### src/rtl/fpu_wb_stage.sv
// FPU writeback stage: valid/ready capture of result, op and overflow into a DEPTH-entry FIFO.
// Latency: 1 cycle from push into an empty FIFO to out_valid. Backpressure: in_ready=!full, even if popping.
// Optional FPU_WB_CLASSIFY_EN stores a {nan,inf,zero,denorm} class with each entry.
module fpu_wb_stage #(
  parameter int DEPTH = 4,
  parameter int CNT_W = 16
) (
  input  logic             clk,
  input  logic             rst_n,
  input  logic             in_valid,
  output logic             in_ready,
  input  logic [3:0]       in_op,
  input  logic [31:0]      in_result,
  input  logic             in_ovf,
  output logic             out_valid,
  input  logic             out_ready,
  output logic [31:0]      out_data,
  output logic [3:0]       out_op,
  output logic             out_ovf,
  output logic [3:0]       out_class,
  input  logic             clr_sticky,
  output logic             sticky_ovf,
  output logic [CNT_W-1:0] retired_cnt
);

  localparam int PW = $clog2(DEPTH);
  localparam logic [PW:0] FULL_CNT = (PW+1)'(DEPTH);

`ifdef FPU_WB_CLASSIFY_EN
  typedef struct packed {
    logic [3:0]  op;
    logic        ovf;
    logic [31:0] result;
    logic [3:0]  cls;
  } entry_t;
`else
  typedef struct packed {
    logic [3:0]  op;
    logic        ovf;
    logic [31:0] result;
  } entry_t;
`endif

  entry_t        mem [DEPTH];
  entry_t        in_entry;
  entry_t        head_q;
  logic [PW-1:0] wr_ptr;
  logic [PW-1:0] rd_ptr;
  logic [PW-1:0] rd_nxt;
  logic [PW:0]   count;
  logic [PW:0]   count_nxt;
  logic          push;
  logic          pop;
  logic          head_from_in;

  assign in_ready  = (count != FULL_CNT);
  assign out_valid = (count != '0);
  assign push      = in_valid & in_ready;
  assign pop       = out_valid & out_ready;

  always_comb begin
    in_entry        = '0;
    in_entry.op     = in_op;
    in_entry.ovf    = in_ovf;
    in_entry.result = in_result;
`ifdef FPU_WB_CLASSIFY_EN
    in_entry.cls[3] = (in_result[30:23] == 8'hFF) && (in_result[22:0] != '0);
    in_entry.cls[2] = (in_result[30:23] == 8'hFF) && (in_result[22:0] == '0);
    in_entry.cls[1] = (in_result[30:23] == 8'h00) && (in_result[22:0] == '0);
    in_entry.cls[0] = (in_result[30:23] == 8'h00) && (in_result[22:0] != '0);
`endif
  end

  always_comb begin
    count_nxt = count;
    case ({push, pop})
      2'b10:   count_nxt = count + (PW+1)'(1);
      2'b01:   count_nxt = count - (PW+1)'(1);
      default: count_nxt = count;
    endcase
    rd_nxt = pop ? rd_ptr + PW'(1) : rd_ptr;
    // The incoming entry bypasses storage when nothing older remains after this cycle's pop.
    head_from_in = push && ((count == '0) || ((count == (PW+1)'(1)) && pop));
  end

  always_ff @(posedge clk) begin
    if (push) mem[wr_ptr] <= in_entry;
  end

  always_ff @(posedge clk or negedge rst_n) begin
    if (!rst_n) begin
      wr_ptr      <= '0;
      rd_ptr      <= '0;
      count       <= '0;
      head_q      <= '0;
      sticky_ovf  <= 1'b0;
      retired_cnt <= '0;
    end else begin
      if (push) wr_ptr <= wr_ptr + PW'(1);
      rd_ptr <= rd_nxt;
      count  <= count_nxt;
      // Head register keeps the last entry visible once the FIFO drains.
      if (count_nxt != '0) head_q <= head_from_in ? in_entry : mem[rd_nxt];
      if (push && in_ovf)  sticky_ovf <= 1'b1;
      else if (clr_sticky) sticky_ovf <= 1'b0;
      if (pop && (retired_cnt != {CNT_W{1'b1}})) retired_cnt <= retired_cnt + CNT_W'(1);
    end
  end

  assign out_data = head_q.result;
  assign out_op   = head_q.op;
  assign out_ovf  = head_q.ovf;
`ifdef FPU_WB_CLASSIFY_EN
  assign out_class = head_q.cls;
`else
  assign out_class = 4'b0000;
`endif

endmodule

### config.mk
export PLATFORM = sky130hd
export DESIGN_NAME = fpu_wb_stage
export DESIGN_NICKNAME = d
export VERILOG_FILES = /design/src/rtl/fpu_wb_stage.sv
export SDC_FILE = /design/constraint.sdc
export NUM_CORES = 1
export LEC_CHECK = 0
export ABC_AREA = 1
export CORE_MARGIN = 4
export CORE_UTILIZATION = 29
export CTS_CLUSTER_DIAMETER = 100
export DETAILED_ROUTE_END_ITERATION = 10
export GPL_TIMING_DRIVEN = 0
export PLACE_DENSITY_LB_ADDON = 0.08
export SYNTH_ARGS = -nofsm -noshare
export SYNTH_HDL_FRONTEND = slang
export SYNTH_SLANG_ARGS = --single-unit
### constraint.sdc
create_clock -name clk -period 6.9 [get_ports clk]
set_clock_uncertainty 0.05 [all_clocks]
set_input_delay 1.725 -clock clk [delete_from_list [all_inputs] [get_ports clk]]
set_output_delay 1.725 -clock clk [all_outputs]
set_load 0.02 [all_outputs]
Yosys cells after proc, flatten, opt, wreduce, memory -nomap -nowiden:

Memories as Yosys holds them, arrays and structs flattened.
Cells that the tools add are included.

* register bits after elaboration: 61
* RAM bits: 148
* output and inout port bits: 60
* memories kept: 1

* add/sub/neg operators: 5
* equal/unequal tests: 5
* muxes and demuxes: 7
* bitwise gates (word level): 2
* reductions and logical operators: 9

Memories
* mem: words 4, bits a word 37, rd ports 1, clocked after memory_dff 0, wr ports 1, RTL line 44 `entry_t mem [DEPTH];`

Operators by type and width (number)
* two-way mux 37 bit: 1
* adder 16 x 1 -> 16 bit, second input constant: 1
* inequality test 16 bit, second input constant: 1
* case mux 3 bit (2 select lines): 1
* nonzero test 3 bit: 2
* adder 2 x 1 -> 2 bit, second input constant: 2
* logical AND 1 bit: 4
* two-way mux 1 bit: 4
* adder 3 x 1 -> 3 bit, second input constant: 1
* == test 3 x 1 -> 1 bit, second input constant: 1
* logical NOT 3 bit: 1
* inequality test 3 bit, second input constant: 1
* subtractor 3 x 1 -> 3 bit, second input constant: 1
* bitwise AND 1 bit: 2
* == test 2 x 1 -> 1 bit, second input constant: 1
* == test 2 bit, second input constant: 1
* two-way mux 2 bit: 1
* nonzero test 2 bit: 1
* logical OR 1 bit: 1

Depth between registers and ports, before layout:

* depth in word-level cells: 6
* mapped depth: 16
* gate-level depth less buffers: 14

Least setup slack after synthesis:

Ideal clock, no wire load.

* path kind: in2reg
* start point: in in_valid
* end point: mem mem[0][0] in the netlist's numbering, enable pin
* library setup time: 0.431 ns
* arrival time: 3.419 ns
* required time: 6.419 ns
* setup slack: 2.999 ns
* cell stages on the path: 2
* path through: nand2_2 nor2_1

* cells in the longest elaborated chain, start to end: 3

Ends and longest elaborated chain
* from (decl): RTL line 10 `input logic in_valid,`
* bitwise AND 1 bit: RTL line 58 `assign push = in_valid & in_ready;`
* two-way mux 1 bit: RTL line 87 `if (push) mem[wr_ptr] <= in_entry;`
* two-way mux 1 bit (implied by the code): RTL line 87
* to (decl): RTL line 44

Every way passes these cells.

Worst setup path after layout:

* start point: in in_valid
* end point: reg head_q, in the netlist out_op[0]

* cells in the longest elaborated chain, start to end: 4
* elaborated cells between the ends (all ways): 7
* classes of those cells: 2 x eq/ne; 2 x mux; 1 x bitwise; 2 x reduce/logical

Ends and longest elaborated chain
* bitwise AND 1 bit (*): RTL line 58
* via push: RTL line 52 `logic push;`
* == test 2 x 1 -> 1 bit / == test 2 bit (equally long branches): RTL line 76 `case ({push, pop})`
* case mux 3 bit (2 select lines): RTL line 76
* nonzero test 3 bit: RTL line 103 `if (count_nxt != '0) head_q <= head_from_in ? in_entry : mem[rd_nxt];`
* to (signal assigned): RTL line 103
* to (decl): RTL line 46 `entry_t head_q;`

Mark *: on every way through the listed nets, which the timed path passes. The rest lies on a longest branch.
A chain may end at the register's enable or synchronous reset.

==> Implementation_results.wiki <==
{| class="wikitable"
! Metric !! Value
|-
| Clk_lat worst skew || 0.51 ns
|-
| GRT Total Usage || 14.7%
|-
| R2r startpoint || count[0]
|-
| Number of global-route vias before repair || 7,009
|-
| Net switching share of the total power || 41.7%
|-
| Die X-Extent || 191 um
|-
| Number of buffers between clock root and the deepest sink || 3
|-
| Number of DRC markers after the initial detailed-route iteration || 337
|-
| Critical Path Start || in_valid
|-
| Reg-to-Reg End || out_op[0]
|-
| Post-synth ARST share || 29.2%
|-
| Clock sinks || 209
|-
| Most used cells in the layout excluding fill and tap cells || nand2_1, nand3_1, inv_1
|-
| Initial core utilization || 29.6%
|-
| Wire length of the first global-routing pass || 41,400 um
|-
| Final layout net count || 1,218
|-
| Total Neg Setup Slack || 0 ns
|-
| Arrival time worst endpoint || 4.21 ns
|-
| Antenna violations before repair || 1
|-
| Number of unique standard cell types used by synthesis || 27
|-
| Upper clock frequency limit || 259 MHz
|-
| Clock input transition at the sequential cells of the worst setup and hold paths || 0.05 ns
|-
| Switching power || 0.00247 W
|-
| Portion of total power attributed to combinational logic || 47.5%
|-
| DP Wirelength || 16,800 um
|-
| Register share of total power || 31.2%
|-
| Remaining antenna violation count after routing || 0
|-
| Critical path destination || out_op[0]
|-
| Crit path buf inv count || 4
|-
| DR vias || 6,984
|-
| Final worst path period need || 3.86 ns
|-
| Post-Place Setup Slack || 2.48 ns
|-
| # rows || 66
|-
| Depth of the worst register-to-register path || 15
|-
| Slowest-stage cell, CP || clkdlybuf4s50_1
|-
| Global placer's final weighted congestion || 0.744
|-
| Stages on the worst setup path || 13
|-
| Die outline height || 191 um
|-
| Primary flip-flop cell chosen by synthesis mapping || edfxtp_1
|-
| Core area || 32,800 sq um
|-
| Top delay family on crit path || buffers and inverters
|-
| Setup ws final || 3.04 ns
|-
| Final wirelength || 26,600 um
|-
| Final Slew Violations || 0
|-
| Power per unit of standard cell area || 487 nW/um^2
|-
| Leakage component of the power || 5.45 nW
|-
| Count of TritonRoute iterations in the first routing pass || 4
|-
| Maxcap violations || 0
|-
| Via density || 4.30
|-
| Cell count after synthesis || 1,031
|-
| Count of endpoints failing setup in the final report || 0
|-
| Total of buffers placed on input and output ports || 97
|-
| Critical Path Fanout Max || 10
|-
| Run status || complete, no violations
|-
| Boundary Pins || 102
|-
| Depth of the CTS H-tree || 1
|-
| CTS Hold Buffers Added || 0
|-
| DIE AREA || 36,400 sq um
|-
| Portion of the post-synthesis area used by sequential elements || 61.6%
|-
| Average cell area after synthesis || 9.41 sq um
|-
| Slew at the pin closest to its max-slew limit || 0.708 ns
|-
| Core Util, Final || 37.1%
|-
| Maximum number of pins on one net before global-route repair || 37
|-
| Unrepaired setup endpoints after global routing || no
|-
| Largest voltage drop on the vdd net || 0.227 mV
|-
| Most frequent standard cell in the layout excluding fill and tap cells || nand2_1
|-
| Final hold vios || 0
|-
| # DRC || 0
|-
| Synth Warn # || 0
|-
| Growth of design area from synthesis to finish || 25.4%
|-
| Worst relative slew slack || 52.7%
|-
| Hold slack final || 0.424 ns
|-
| Crit path required time || 7.25 ns
|-
| Remaining global-route overflow || 0
|-
| Total inserted antenna cells || 0
|-
| Synth Cell Area || 9700 sq um
|-
| Int Power || 0.00345 W
|-
| Crit path kind || input pin to flop
|-
| Yosys reg bits || 209
|-
| CTS tree || yes
|-
| Share of power burned in the clock network || 21.3%
|-
| Slowest Stage Delay on Critical Path || 0.41 ns
|-
| Cell repeated most along the worst path || nand2_1
|-
| Post-CTS Resized || 0
|-
| Number of enable flip-flop cells after synthesis || 148
|-
| Nature of the critical path startpoint || input pin
|-
| Class of the most critical hold timing path || flop to flop
|-
| # Post-CTS Setup Buffers || 0
|-
| CP endpoint kind || flop
|-
| CTS root buffer || clkbuf_16
|-
| Critical path cell sequence || clkdlybuf4s50_1 > nand2_2 > inv_2 > ha_1 > or2_0 > a21boi_1 > nand2_1 > nor2_1 > buf_4 > buf_4 > nor2_1 > nand2_1 > nand2_1
|-
| Worst setup slack for register-to-register paths || 3.84 ns
|-
| Fraction of layout cells with a size suffix above 1 || 8.95%
|-
| TritonCTS Buffers || 26
|-
| DR WL/cell || 16.4 um
|-
| Part of the cycle the worst path needs || 55.9%
|}
[power by group through the flow]
stage	logic [W]	clock network [W]	registers, W
2_1_floorplan	0.00162	0	0.00203
3_3_place_gp	0.00282	0	0.00190
3_5_place_dp	0.00287	0	0.00188
4_1_cts	0.00289	0.00130	0.00186
5_1_grt	0.00319	0.00136	0.00189
6_report	0.00281	0.00126	0.00185
[per-stage QoR]
step | total power, W | cell area [sq um] | std cells
2_1_floorplan | 0.00365 | 9710 | 1034
3_3_place_gp | 0.00472 | 11200 | 1573
3_5_place_dp | 0.00475 | 11400 | 1578
4_1_cts | 0.00604 | 12200 | 1626
5_1_grt | 0.00644 | 12200 | 1626
6_report | 0.00592 | 12200 | 1626
[worst min path at each step]
stage	to	cells past startpoint	slack, ns	startpoint
after floorplan	count[2]	2	0.45	count[2]
after global placement	out_data[25]	2	0.41	out_data[25]
after detailed placement	out_data[25]	2	0.42	out_data[25]
after CTS	out_data[25]	2	0.43	out_data[25]
after global routing	out_data[28]	2	0.45	out_data[28]
final	out_op[0]	2	0.42	out_op[0]
[registers in the layout, indices dropped and copies added, names as in the netlist]
register,flops
sticky_ovf,1
count,3
retired_cnt,16
mem,148
out_ovf,1
wr_ptr,2
out_op,4
rd_ptr,2
out_data,32
[cells in the mapped netlist (2+ instances only)]
master | n | area (sq um)
xor2_1 | 11 | 96.3
nand2_1 | 252 | 946
buf_2 | 28 | 140
o21ai_0 | 5 | 25.0
nand3_1 | 193 | 966
inv_1 | 174 | 653
xnor2_1 | 4 | 35.0
edfxtp_1 | 148 | 4440
ha_1 | 12 | 150
nand2_4 | 3 | 33.8
nand2_2 | 2 | 12.5
nor3_1 | 2 | 10.0
dfrtp_1 | 61 | 1530
buf_4 | 18 | 135
buf_6 | 6 | 67.6
nand4_1 | 4 | 25.0
inv_2 | 3 | 11.3
nor2_1 | 90 | 338
o21ai_1 | 7 | 35.0
[worst register-to-register path, delay by kind of cell, from the launching register on]
kind / cells / cell delay, ns
and+or+nand+nor: 8 / 1.08
buffers and inverters: 4 / 0.74
adders and majority gates: 2 / 0.48
DFF: 1 / 0.42
AOI/OAI and AO/OA: 1 / 0.18
[cells by family after synthesis]
kind of cell / Yosys count / share of synthesized area [%]
simple gates: 550 / 24.3
buf+inv: 231 / 10.5
flops: 209 / 61.6
xor+xnor: 15 / 1.35
compound gates: 13 / 0.697
fa+ha+maj: 12 / 1.55
other cells: 1 / 0.0387
[final cells by class]
class	count	area, sq um
repair buffers	102	1080
fillers	3305	20600
inverters	178	668
clock inverters	9	38.8
multi-input cells	594	2760
well taps	442	553
flip-flops and latches	209	5970
clock buffers	39	751
plain buffers	53	347
[layer usage]
layer	share of wire, %	vias up	GRT usage [%]
met3	4.1	38	2.54
met4	1.8	2	3.40
met2	47	131	24.8
met1	47	3279	19.9
met5	0.075	-	0
li1	-	3534	-
(Power assumes the default switching activity.)
